**config.mk**
```make
export PLATFORM = sky130hd
export DESIGN_NAME = ddr_bus_bridge
export DESIGN_NICKNAME = d
export VERILOG_FILES = /design/src/rtl/ddr_bus_bridge.sv
export SDC_FILE = /design/constraint.sdc
export NUM_CORES = 1
export LEC_CHECK = 0
export ABC_CLOCK_PERIOD_IN_PS = 4300
export CAP_MARGIN = 20
export CORE_MARGIN = 2
export CORE_UTILIZATION = 35
export DETAILED_ROUTE_END_ITERATION = 8
export PLACE_DENSITY = 0.68
export SETUP_SLACK_MARGIN = 0.3
export SLEW_MARGIN = 20
export SYNTH_ARGS = -nofsm -noshare
export SYNTH_HDL_FRONTEND = slang
export SYNTH_SLANG_ARGS = --single-unit
```
**constraint.sdc**
```tcl
create_clock -name clk -period 4.3 [get_ports clk]
set_input_delay 0.43 -clock clk [delete_from_list [all_inputs] [get_ports clk]]
set_output_delay 0.43 -clock clk [all_outputs]
set_load 0.05 [all_outputs]
```
**src/rtl/ddr_bus_bridge.sv**
```systemverilog
// PicoRV32 native memory port to word-addressed DDR model bridge.
// Byte-strobed writes are emulated with read-modify-write since the DDR port has no byte enables.
module ddr_bus_bridge #(
  parameter int          DEPTH     = 1024,
  parameter logic [31:0] BASE_ADDR = 32'h0000_0000,
  parameter int          TIMEOUT   = 16,
  localparam int         AW        = $clog2(DEPTH)
) (
  input  logic          clk,
  input  logic          reset,
  input  logic          mem_valid,
  input  logic [31:0]   mem_addr,
  input  logic [31:0]   mem_wdata,
  input  logic [3:0]    mem_wstrb,
  output logic          mem_ready,
  output logic [31:0]   mem_rdata,
  output logic          bus_err,
  output logic          ddr_rd_req,
  output logic          ddr_wr_req,
  output logic [AW-1:0] ddr_addr,
  output logic [31:0]   ddr_wr_data,
  input  logic [31:0]   ddr_rd_data,
  input  logic          ddr_rd_valid
);

  localparam int          CW   = $clog2(TIMEOUT + 1);
  localparam logic [32:0] SPAN = 33'(DEPTH) * 33'd4;

  typedef enum logic [2:0] {IDLE, RD_REQ, RD_WAIT, WR_REQ, RESP} state_t;

  state_t        state;
  logic [CW-1:0] cnt;
  logic [CW-1:0] cnt_nxt;
  logic [31:0]   wdata_q;
  logic [3:0]    wstrb_q;
  logic          rmw;
  logic [31:0]   off;
  logic          in_range;
  logic [AW-1:0] word;
  logic [31:0]   merged;

  // Unsigned wrap of the subtraction makes addresses below BASE_ADDR decode as out of range.
  assign off      = mem_addr - BASE_ADDR;
  assign in_range = {1'b0, off} < SPAN;
  assign word     = off[AW+1:2];
  assign cnt_nxt  = cnt + 1'b1;

  always_comb begin
    merged = '0;
    for (int i = 0; i < 4; i++)
      merged[8*i +: 8] = wstrb_q[i] ? wdata_q[8*i +: 8] : ddr_rd_data[8*i +: 8];
  end

  // Outputs are set on the transition into the state that presents them.
  always_ff @(posedge clk or posedge reset) begin
    if (reset) begin
      state       <= IDLE;
      cnt         <= '0;
      wdata_q     <= '0;
      wstrb_q     <= '0;
      rmw         <= 1'b0;
      mem_ready   <= 1'b0;
      mem_rdata   <= '0;
      bus_err     <= 1'b0;
      ddr_rd_req  <= 1'b0;
      ddr_wr_req  <= 1'b0;
      ddr_addr    <= '0;
      ddr_wr_data <= '0;
    end else begin
      mem_ready  <= 1'b0;
      bus_err    <= 1'b0;
      ddr_rd_req <= 1'b0;
      ddr_wr_req <= 1'b0;
      case (state)
        IDLE: begin
          if (mem_valid && !mem_ready) begin
            wdata_q <= mem_wdata;
            wstrb_q <= mem_wstrb;
            rmw     <= 1'b0;
            if (!in_range) begin
              state     <= RESP;
              mem_ready <= 1'b1;
              bus_err   <= 1'b1;
              mem_rdata <= '0;
            end else if (mem_wstrb == 4'hF) begin
              state       <= WR_REQ;
              ddr_wr_req  <= 1'b1;
              ddr_addr    <= word;
              ddr_wr_data <= mem_wdata;
            end else begin
              state      <= RD_REQ;
              ddr_rd_req <= 1'b1;
              ddr_addr   <= word;
              rmw        <= |mem_wstrb;
            end
          end
        end
        RD_REQ: begin
          cnt   <= '0;
          state <= RD_WAIT;
        end
        RD_WAIT: begin
          cnt <= cnt_nxt;
          if (ddr_rd_valid) begin
            if (rmw) begin
              state       <= WR_REQ;
              ddr_wr_req  <= 1'b1;
              ddr_wr_data <= merged;
            end else begin
              state     <= RESP;
              mem_ready <= 1'b1;
              mem_rdata <= ddr_rd_data;
            end
          end else if (cnt_nxt == CW'(TIMEOUT)) begin
            state     <= RESP;
            mem_ready <= 1'b1;
            bus_err   <= 1'b1;
            mem_rdata <= '0;
          end
        end
        WR_REQ: begin
          state     <= RESP;
          mem_ready <= 1'b1;
          mem_rdata <= '0;
        end
        RESP:    state <= IDLE;
        default: state <= IDLE;
      endcase
    end
  end

endmodule

```
### Word-level counts from Yosys, hierarchy flattened

Cells that the tools add are included.
Widths: inputs -> output; s select.

* $add $sub $neg: 1
* magnitude comparators: 1
* eq/ne operators: 13
* mux-type cells: 44
* reductions and logical operators: 12

Operators by type and width (count)
* $mux 32: 10
* $pmux 32 s3: 1
* $pmux 32 s2: 1
* $lt 32x13->1 const B: 1
* $mux 8: 4
* $mux 1: 17
* $mux 3: 5
* $ne 2x2->1 const B: 6
* $pmux 3 s4: 1
* $pmux 5 s2: 1
* $eq 3x2->1 const B: 2
* $ne 3x3->1 const B: 2
* $reduce_and 6->1: 1
* $add 5x1->5 const B: 1
* $eq 5x5->1 const B: 1
* $reduce_and 5->1: 1
* $eq 4x4->1 const B: 1
* $pmux 1 s2: 2
* $reduce_and 2->1: 2
* $reduce_bool 2->1: 2
* $reduce_or 4->1: 1
* $eq 3x1->1 const B: 1
* $logic_not 3->1: 1
* $pmux 1 s3: 1
* other kinds (5): 5

* register bits: 123
* bits of input ports: 104
* output and inout bits: 78
* word-level logic and storage cells: 83

### Longest topological paths before layout

Gate-level depths: netlist (run 1).

* word-level depth: 5
* mapped depth: 8
* mapped depth without buffers: 6

### Least setup slack after synthesis (run 1)

OpenSTA, ideal clock, no wires.

* kind: flip-flop to flip-flop
* start: register cnt[0]
* end: register mem_rdata[0]
* setup time: 0.125 ns
* arrival: 2.119 ns
* required time: 4.175 ns
* setup slack: 2.056 ns
* stages on the path, launching flop included: 9
* path buffers: 2
* clock period less this slack: 2.244 ns
* cell sequence: dfrtp_1 -> ha_1 -> and3_4 -> xor2_2 -> o211ai_2 -> a2111o_1 -> buf_6 -> buf_12 -> mux2_4

* word-level cells in the longest chain between the ends: 4

RTL lines
* from (decl): RTL line 32 `logic [CW-1:0] cnt;`
* from (signal assigned): RTL line 103 `cnt <= cnt_nxt;`
* $add 5x1->5: RTL line 46 `assign cnt_nxt = cnt + 1'b1;`
* $eq 5x5->1: RTL line 114 `end else if (cnt_nxt == CW'(TIMEOUT)) begin`
* $ne 3x3->1 (no source line)
* $reduce_and 5->1 (no source line)
* to (signal assigned): RTL line 112 `mem_rdata <= ddr_rd_data;`
* to (decl): RTL line 16 `output logic [31:0] mem_rdata,`

Every way passes these cells.
A chain may end at the register's enable or synchronous reset.

### Worst setup path after layout (run 1)

* start: register state[0]
* end: register ddr_wr_data[25]

* word-level cells in the longest chain between the ends: 3
* elaborated cells between the ends (all ways): 10
* classes of those cells: eq/ne: 6; mux: 1; reduce/logical: 3

RTL lines
* from (decl): RTL line 31 `state_t state;`
* from (signal assigned): RTL line 57 `state <= IDLE;`
* from (signal assigned): RTL line 81 `state <= RESP;`
* from (signal assigned): RTL line 86 `state <= WR_REQ;`
* $eq 3x2->1 or $logic_not 3->1 (tied branches): RTL line 74 `case (state)`
* $ne 2x2->1 (no source line) or $reduce_bool 2->1 (tied branches)
* $reduce_and 6->1 (no source line)
* to (signal assigned): RTL line 89 `ddr_wr_data <= mem_wdata;`
* to (signal assigned): RTL line 108 `ddr_wr_data <= merged;`
* to (decl): RTL line 21 `output logic [31:0] ddr_wr_data,`

Parallel ways exist; a longest one is shown, timed or not.

==> results of run 1 <==
final cells by class:
type                       instances  share of cell area [%]
clock buffer                      25                    5.93
clock inverter                     6                   0.999
inverter                           4                   0.235
multi-input combinational        312                    31.3
sequential                       123                    36.1
tap                              220                    3.23
timing repair buffer             187                    22.2
cell families after synthesis:
| logic type | count (synthesis) | share of synthesized area [%] |
|---|---|---|
| XOR/XNOR | 1 | 0.273 |
| flip-flops | 123 | 51.6 |
| AO/OA/AOI/OAI | 59 | 5.63 |
| buffers and inverters | 36 | 4.05 |
| multiplexers | 142 | 27.9 |
| adder cells (fa/ha/maj) | 2 | 0.420 |
| AND/OR/NAND/NOR | 108 | 10.1 |
per-stage QoR:
stage               total power (W)  setup slack, ns  hold WS, ns
floorplan                   0.00157            0.599        0.473
global placement            0.00172            0.815        0.488
detailed placement          0.00173            0.828        0.495
CTS                         0.00317             1.14        0.507
global route                0.00326             1.01        0.516
finish                      0.00313             1.16        0.502
sequential cells by signal, summed over array words and instances, names as in the netlist:
signal,count
ddr_wr_data,32
mem_rdata,32
wdata_q,32
ddr_addr,10
cnt,5
wstrb_q,4
state,3
bus_err,1
ddr_rd_req,1
ddr_wr_req,1
mem_ready,1
rmw,1
per-layer routing:
layer,up-vias,wire length [um]
li1,2038,-
met5,-,0
met3,15,768
met4,0,210
met1,2087,6520
met2,103,7900
final timing paths:
kind / cells after the start / slack, ns / endpoint / from
hold / removal: 1 / 0.50 / wdata_q[31]$_DFFE_PP0P_ / wdata_q[31]$_DFFE_PP0P_
setup / recovery: 6 / 1.16 / ddr_wr_data[25]$_DFFE_PP0P_ / state[0]$_DFFE_PP0P_
min in group asynchronous: 2 / 0.54 / ddr_wr_data[10]$_DFFE_PP0P_ / reset
max in group asynchronous: 3 / 2.91 / ddr_wr_data[2]$_DFFE_PP0P_ / reset
setup reg to reg: 6 / 1.16 / ddr_wr_data[25]$_DFFE_PP0P_ / state[0]$_DFFE_PP0P_
hold reg to reg: 1 / 0.50 / wdata_q[31]$_DFFE_PP0P_ / wdata_q[31]$_DFFE_PP0P_
report_power, final:
group	internal (W)	switching, W
Sequential	0.00124	0.0000848
Combinational	0.000237	0.000147
Clock	0.000925	0.000501
Total	0.00240	0.000733
synth_stat cells (2+ instances only):
cell,instances
sky130_fd_sc_hd__nor3_1,3
sky130_fd_sc_hd__a21oi_1,37
sky130_fd_sc_hd__a21o_1,2
sky130_fd_sc_hd__buf_12,3
sky130_fd_sc_hd__o21ai_0,11
sky130_fd_sc_hd__buf_1,4
sky130_fd_sc_hd__clkbuf_1,14
sky130_fd_sc_hd__buf_6,3
sky130_fd_sc_hd__nor4_1,6
sky130_fd_sc_hd__ha_1,2
sky130_fd_sc_hd__mux2_2,82
sky130_fd_sc_hd__and3_1,18
sky130_fd_sc_hd__dfrtp_1,123
sky130_fd_sc_hd__inv_1,4
sky130_fd_sc_hd__nand2_1,12
sky130_fd_sc_hd__and3_2,14
sky130_fd_sc_hd__buf_2,3
sky130_fd_sc_hd__clkbuf_8,2
sky130_fd_sc_hd__mux2_4,28
sky130_fd_sc_hd__nor2_1,37
sky130_fd_sc_hd__nor3_2,2
sky130_fd_sc_hd__nand3_1,3
sky130_fd_sc_hd__mux2i_1,32
sky130_fd_sc_hd__buf_4,3
worst register-to-register path, delay by kind of cell (launching register included):
family / cells / cell delay, ns
buf+inv: 1 / 0.26
compound gates: 1 / 0.67
mux: 1 / 0.35
flops: 1 / 0.60
simple gates: 3 / 1.14
==> results list, run 1 <==
- Result of the run: finished, final reports clean
- For this run, global-route usage on met2 was measured as 29.7%.
- Slew margin rel.: 40.2%
- For this block, the routed nets add up to 15400 um of wire.
* Unique masters post-synth: 47
- Number of buffers and inverters on the critical path: 1
- Fraction of the core area covered by cells at the end of the flow: 51.2%
- The final route contains 4243 vias.
- The synthesized design contains 123 register bits.
* Multi-input gate area in the final layout: 2670 sq um
- Diodes inserted: 0
- The first global-routing pass estimated 24400 um of wire.
- The initial antenna violation count was 0.
- Slew @ Worst Pin: 0.897 ns
- Across the run, the number of max-cap violations was 0.
- Number of global-route vias before repair: 4460
- Leading cell type in the layout, fill and taps excluded: sky130_fd_sc_hd__clkdlybuf4s50_1
* Cell accounting for the most synthesized area: sky130_fd_sc_hd__dfrtp_1
- For this block, the initial DRC count from the detailed router was 119.
- Cell count after synthesis: 471
* Buffer type at the clock tree root: sky130_fd_sc_hd__clkbuf_16
* Clock transition at the registers of the reported paths: 0.05 ns
- TritonCTS created 17 clock buffers.
- For this run, the register share of the synthesized area comes to 51.6%.
- Global routing consumed, over all layers together, 17.5% of the routing resources.
- Crit share post-route: 73.0%
* I/O pin count: 182
- Synthesized area divided by synthesized cell count: 12.7 sq um
- Fraction of met1 tracks used by global routing: 21.7%
- Setup repair after global routing left no endpoint under its margin.
- The worst setup path is captured at a flip-flop.
- At the later pin of the worst-skew pair, clock insertion delay measures 0.42 ns.
* Total congestion overflow after global routing: 0
- Detailed placement HPWL: 10800 um
* Number of nets in the finished design: 751
- Sum of negative setup slack: 0 ns
- From synthesis to final layout, the design area changed by 42.9%.
- Cell class contributing the biggest share of worst-path delay: simple AND/OR/NAND/NOR gates
- Row cnt: 47
* Full die area: 18100 sq um
* Die boundary width: 135 um
- Buffers from clock root to sink, at most: 2
- The critical path is of the flip-flop to flip-flop type.
* Inst Count DP: 845
- For this design, the CTS-stage hold fixing added 0 buffers.
* Residual DRC: 0
- Of the post-synthesis cell area, the dominant cell type holds 51.6%.
- Once the floorplan was initialized, standard cells occupied 35.8% of the core.
* Stage delay of the slowest cell on the critical path: 0.67 ns
- In the final layout, flip-flops and latches occupy 3080 sq um.
- Fill cells: 1447
- Number of non-filler instances in the completed layout: 877
- met2 is the most crowded layer.
* Pin count of the biggest net entering global routing: 97
- Number of buffer cells added on primary ports: 179
* CTS tree: yes
- Post-Syn Nets: 577
- Count of buffers added by post-CTS timing repair for setup: 0
- In this run the worst path has a maximum fanout of 18.
- Final period demand of the worst path: 3.14 ns
- The tree built by TritonCTS fans out to 123 sinks.
- In this run, synthesis inferred 0 flip-flops with an integrated enable.
- The worst setup path is launched from a flip-flop.
- Total number of yosys warnings: 0
- DRT antenna net count: 0
- Leakage: 3.92 nW
- Hold WC Path Type: flip-flop to flip-flop
- For the final database, setup skew stands at 0.00618 ns.
- Crit path arrival time: 3.43 ns
* Core footprint: 16600 sq um
* Final weighted congestion of routability-driven global placement: 0.779
* Number of levels in the clock H-tree: 4
* Post-cts repair resize count: 0
- By area the synthesized netlist is led by sky130_fd_sc_hd__dfrtp_1 (52%), sky130_fd_sc_hd__mux2_2 (15%), sky130_fd_sc_hd__mux2_4 (7.1%).
- After detailed routing, the number of vias per cell comes to 4.84.
* Post-route cell area: 8520 sq um
- The signal on the critical path passes through nor3_2 > nand3b_1 > or3_1 > o21ai_4 > buf_12 > mux2_2.
- Post-synthesis async set-or-reset flop share: 100%
* Ratio of cells with drive above 1 in the final layout: 26.0%
* Post-place instance area: 7910 sq um
- Required time at the endpoint of the critical path: 4.60 ns
- Wirelength per Cell: 17.6 um
* Number of pins with negative max-slew slack in the final report: 0
- Setup violations remaining at the end of the flow were counted as 0.
* Dominant synthesized flop cell: sky130_fd_sc_hd__dfrtp_1
* Cell Pwr Density: 368 nW/um^2
- Summing every instance area after synthesis gives 5960 sq um.
* Detailed-routing iteration count for the pre-antenna-repair pass: 4
- The library cells used most frequently in the layout, excluding fill and tap cells, are sky130_fd_sc_hd__clkdlybuf4s50_1 (179), sky130_fd_sc_hd__dfrtp_1 (123), sky130_fd_sc_hd__mux2_2 (82).
* Die boundary height: 135 um
- The largest individual stage delay along the critical path comes from the cell sky130_fd_sc_hd__o21ai_4.
- The hold violation count in the final report is 0.
* Worst IR Drop VDD: 0.254 mV
* Met3 global-route usage: 4.80%
- Highest clock rate: 0.319 GHz
(Power assumes the default switching activity.)
==> run 2: changes to the inputs <==
ABC_CLOCK_PERIOD_IN_PS = 2900   (was 4300)
clock period = 2.9 ns   (was 4.3 ns; I/O delays follow)
==> run 2 against run 1 <==
Effect of this change:
- critical path depth did not move
- fmax rose by 28%
- flip-flop and latch count did not move
- sequential share of layout area fell by 0.086 points
- cell count rose by 0.68%
- via count rose by 3.6%
- worst hold slack got worse by 0.087 ns
- clock skew rose by 0.0033 ns
- wire length rose by 0.46%
- register-to-register slack got worse by 0.72 ns
- critical endpoint unchanged
- largest cell class unchanged
- largest power group unchanged
- highest routed layer unchanged
==> results list, run 2 (synthesis gave the netlist of run 1 again) <==
- Slew @ Worst Pin: 0.916 ns
* Die boundary width: 135 um
- Clock transition at the registers of the reported paths: 0.06 ns
- For this run the aggregate overflow at the end of global routing stands at 0.
- Setup repair after global routing left no endpoint under its margin.
- Crit. End Element: flip-flop
* Buffers from clock root to sink, at most: 2
- Count of buffers added by post-CTS timing repair for setup: 0
- Detailed-routing iteration count for the pre-antenna-repair pass: 4
- The library cells used most frequently in the layout, excluding fill and tap cells, are sky130_fd_sc_hd__clkdlybuf4s50_1 (179), sky130_fd_sc_hd__dfrtp_1 (122), sky130_fd_sc_hd__mux2_2 (82).
- The critical path in this run is classified as flip-flop to flip-flop.
* Result of the run: finished, final reports clean
- Antenna violations before repair: 0
- The number of global-route vias before repair came to 4723.
* Number of buffer cells added on primary ports: 179
- Entering global routing, the biggest net connects 124 pins.
- Leading registers by flop count: ddr_wr_data (32), mem_rdata (32), wdata_q (32)
- In this run the critical register-to-register path is captured at ddr_wr_data[25]$_DFFE_PP0P_.
- I/O pin count: 182
* Hold WC Path Type: input port to asynchronous set/reset pin
- For the worst-skew pair, the clock arrives at the later sink with an insertion delay of 0.40 ns.
- Once detail routing completed, the nets flagged for antenna violations numbered 0.
- Chain of cells forming the critical path: nor3_2 > nand3b_1 > or3_1 > o21ai_4 > buf_12 > mux2_2
- The detailed router finished its first iteration with 238 violations.
* Required time at the endpoint of the critical path: 3.18 ns
* Final period demand of the worst path: 2.45 ns
- Crit share post-route: 84.6%
- The floorplan has 47 rows.
* Met2 routed wirelength: 7820 um
- The number of antenna diodes in the final layout is 0.
* Buffer type at the clock tree root: sky130_fd_sc_hd__clkbuf_16
- Summed over all failing endpoints, the final setup total negative slack is 0 ns.
* Number of nets in the finished design: 756
- The first global-routing pass estimated 25100 um of wire.
- Along the worst path, the maximum fanout reaches 18.
- Num CTS Buffers: 17
- Leaving out fill and tap cells, the most frequent cell in the layout is sky130_fd_sc_hd__clkdlybuf4s50_1.
- The worst setup path is launched from a flip-flop.
- For this block, the via count after detailed routing is 4397.
- The max-slew violation count was 0.
- Signal routing reaches up to met4.
- Worst IR Drop VDD: 0.378 mV
* Highest clock rate: 0.408 GHz
- Relative to the synthesized area, the layout overhead comes to 43.3%.
* Starting utilization of the core area: 35.8%
* Slowest cell on the critical path: sky130_fd_sc_hd__dfrtp_1
* Fraction of the core area covered by cells at the end of the flow: 51.3%
* Layout Skew: 0.00943 ns
- Setup violations remaining at the end of the flow were counted as 0.
- The number of buffers and inverters on the critical path is 1.
- Detailed-routing wirelength on met1: 6610 um
- Full die area: 18100 sq um
- Cell Pwr Density: 531 nW/um^2
- Residual DRC: 0
- Buffers inserted to repair hold after CTS numbered 0.
- Flop-to-flop setup slack: 0.45 ns
- The worst pin sits at a relative slew slack of 39.0%.
* Stage delay of the slowest cell on the critical path: 0.55 ns
- Post-cts repair resize count: 0
* Wirelength per Cell: 17.5 um
- The worst register-to-register path begins at state[1]$_DFFE_PP0P_.
- For this design the static power due to leakage is 3.94 nW.
- Data arrives at the worst endpoint at 2.73 ns.
* Routed length on met3: 859 um
- The core region is 16600 sq um.
* Total clock sinks: 123
- Maximum capacitance violations: 0
- After detailed routing, the number of vias per cell comes to 4.98.
- Detailed placement HPWL: 10700 um
* Final hold violations: 0
- Cell class contributing the biggest share of worst-path delay: simple AND/OR/NAND/NOR gates
* Ratio of cells with drive above 1 in the final layout: 27.3%
- Number of levels in the clock H-tree: 4
* GRT Resource Usage Total: 17.8%
* Die boundary height: 135 um
- Wire length reported by the detailed router: 15500 um
* Worst Reg2Reg Path Length in Cells: 6
- TritonCTS built the clock tree.
- Routability-driven placement finished with a final weighted congestion of 0.766.
-- run 2: worst reg2reg max path, stage by stage (launching register included) --
cell	delay, ns
sky130_fd_sc_hd__dfrtp_1	0.55
sky130_fd_sc_hd__nor3_2	0.31
sky130_fd_sc_hd__nand3b_1	0.21
sky130_fd_sc_hd__or3_1	0.43
sky130_fd_sc_hd__o21ai_4	0.26
sky130_fd_sc_hd__buf_12	0.22
sky130_fd_sc_hd__mux2_2	0.36
-- run 2: how the worst max path moves through the flow --
| stage | depth (start not counted) | end | slack [ns] | start |
|---|---|---|---|---|
| floorplan | 8 | mem_rdata[0]$_DFFE_PP0P_ | 0.66 | cnt[0]$_DFFE_PP0P_ |
| finish | 6 | ddr_wr_data[25]$_DFFE_PP0P_ | 0.45 | state[1]$_DFFE_PP0P_ |
| global route | 7 | mem_rdata[10]$_DFFE_PP0P_ | 0.32 | cnt[1]$_DFFE_PP0P_ |
| detailed placement | 7 | ddr_wr_data[19]$_DFFE_PP0P_ | 0.16 | mem_addr[14] |
| global placement | 7 | ddr_wr_data[23]$_DFFE_PP0P_ | 0.17 | mem_addr[23] |
| CTS | 7 | mem_rdata[10]$_DFFE_PP0P_ | 0.44 | cnt[0]$_DFFE_PP0P_ |
-- run 2: layout make-up --
type,instances,area (sq um)
flip-flops and latches,123,3080
clock inverters,12,97.6
well taps,220,275
clock buffers,20,467
fillers,1415,8100
repair buffers,192,1940
multi-input cells,312,2670
inverters,4,18.8
-- run 2: where the power goes --
group          switching, W  leakage (nW)  internal [W]
sequential         0.000124          1.63       0.00184
clock              0.000765         0.281       0.00124
combinational      0.000222          2.02      0.000353
-- run 2: metal layers --
metal,global-route usage [%],vias to the layer above
met5,0,-
li1,-,2050
met1,22.8,2199
met3,5.26,19
met4,4.91,0
met2,29.6,129
-- run 2: through the flow --
step | worst slack, ns | cell area [sq um] | hold slack [ns] | power, W | instances
finish | 0.447 | 8540 | 0.415 | 0.00454 | 883
global route | 0.324 | 8540 | 0.475 | 0.00476 | 883
CTS | 0.437 | 8540 | 0.470 | 0.00460 | 883
detailed placement | 0.157 | 7980 | 0.493 | 0.00258 | 851
global placement | 0.172 | 7980 | 0.489 | 0.00255 | 851
floorplan | 0.656 | 5960 | 0.441 | 0.00233 | 471
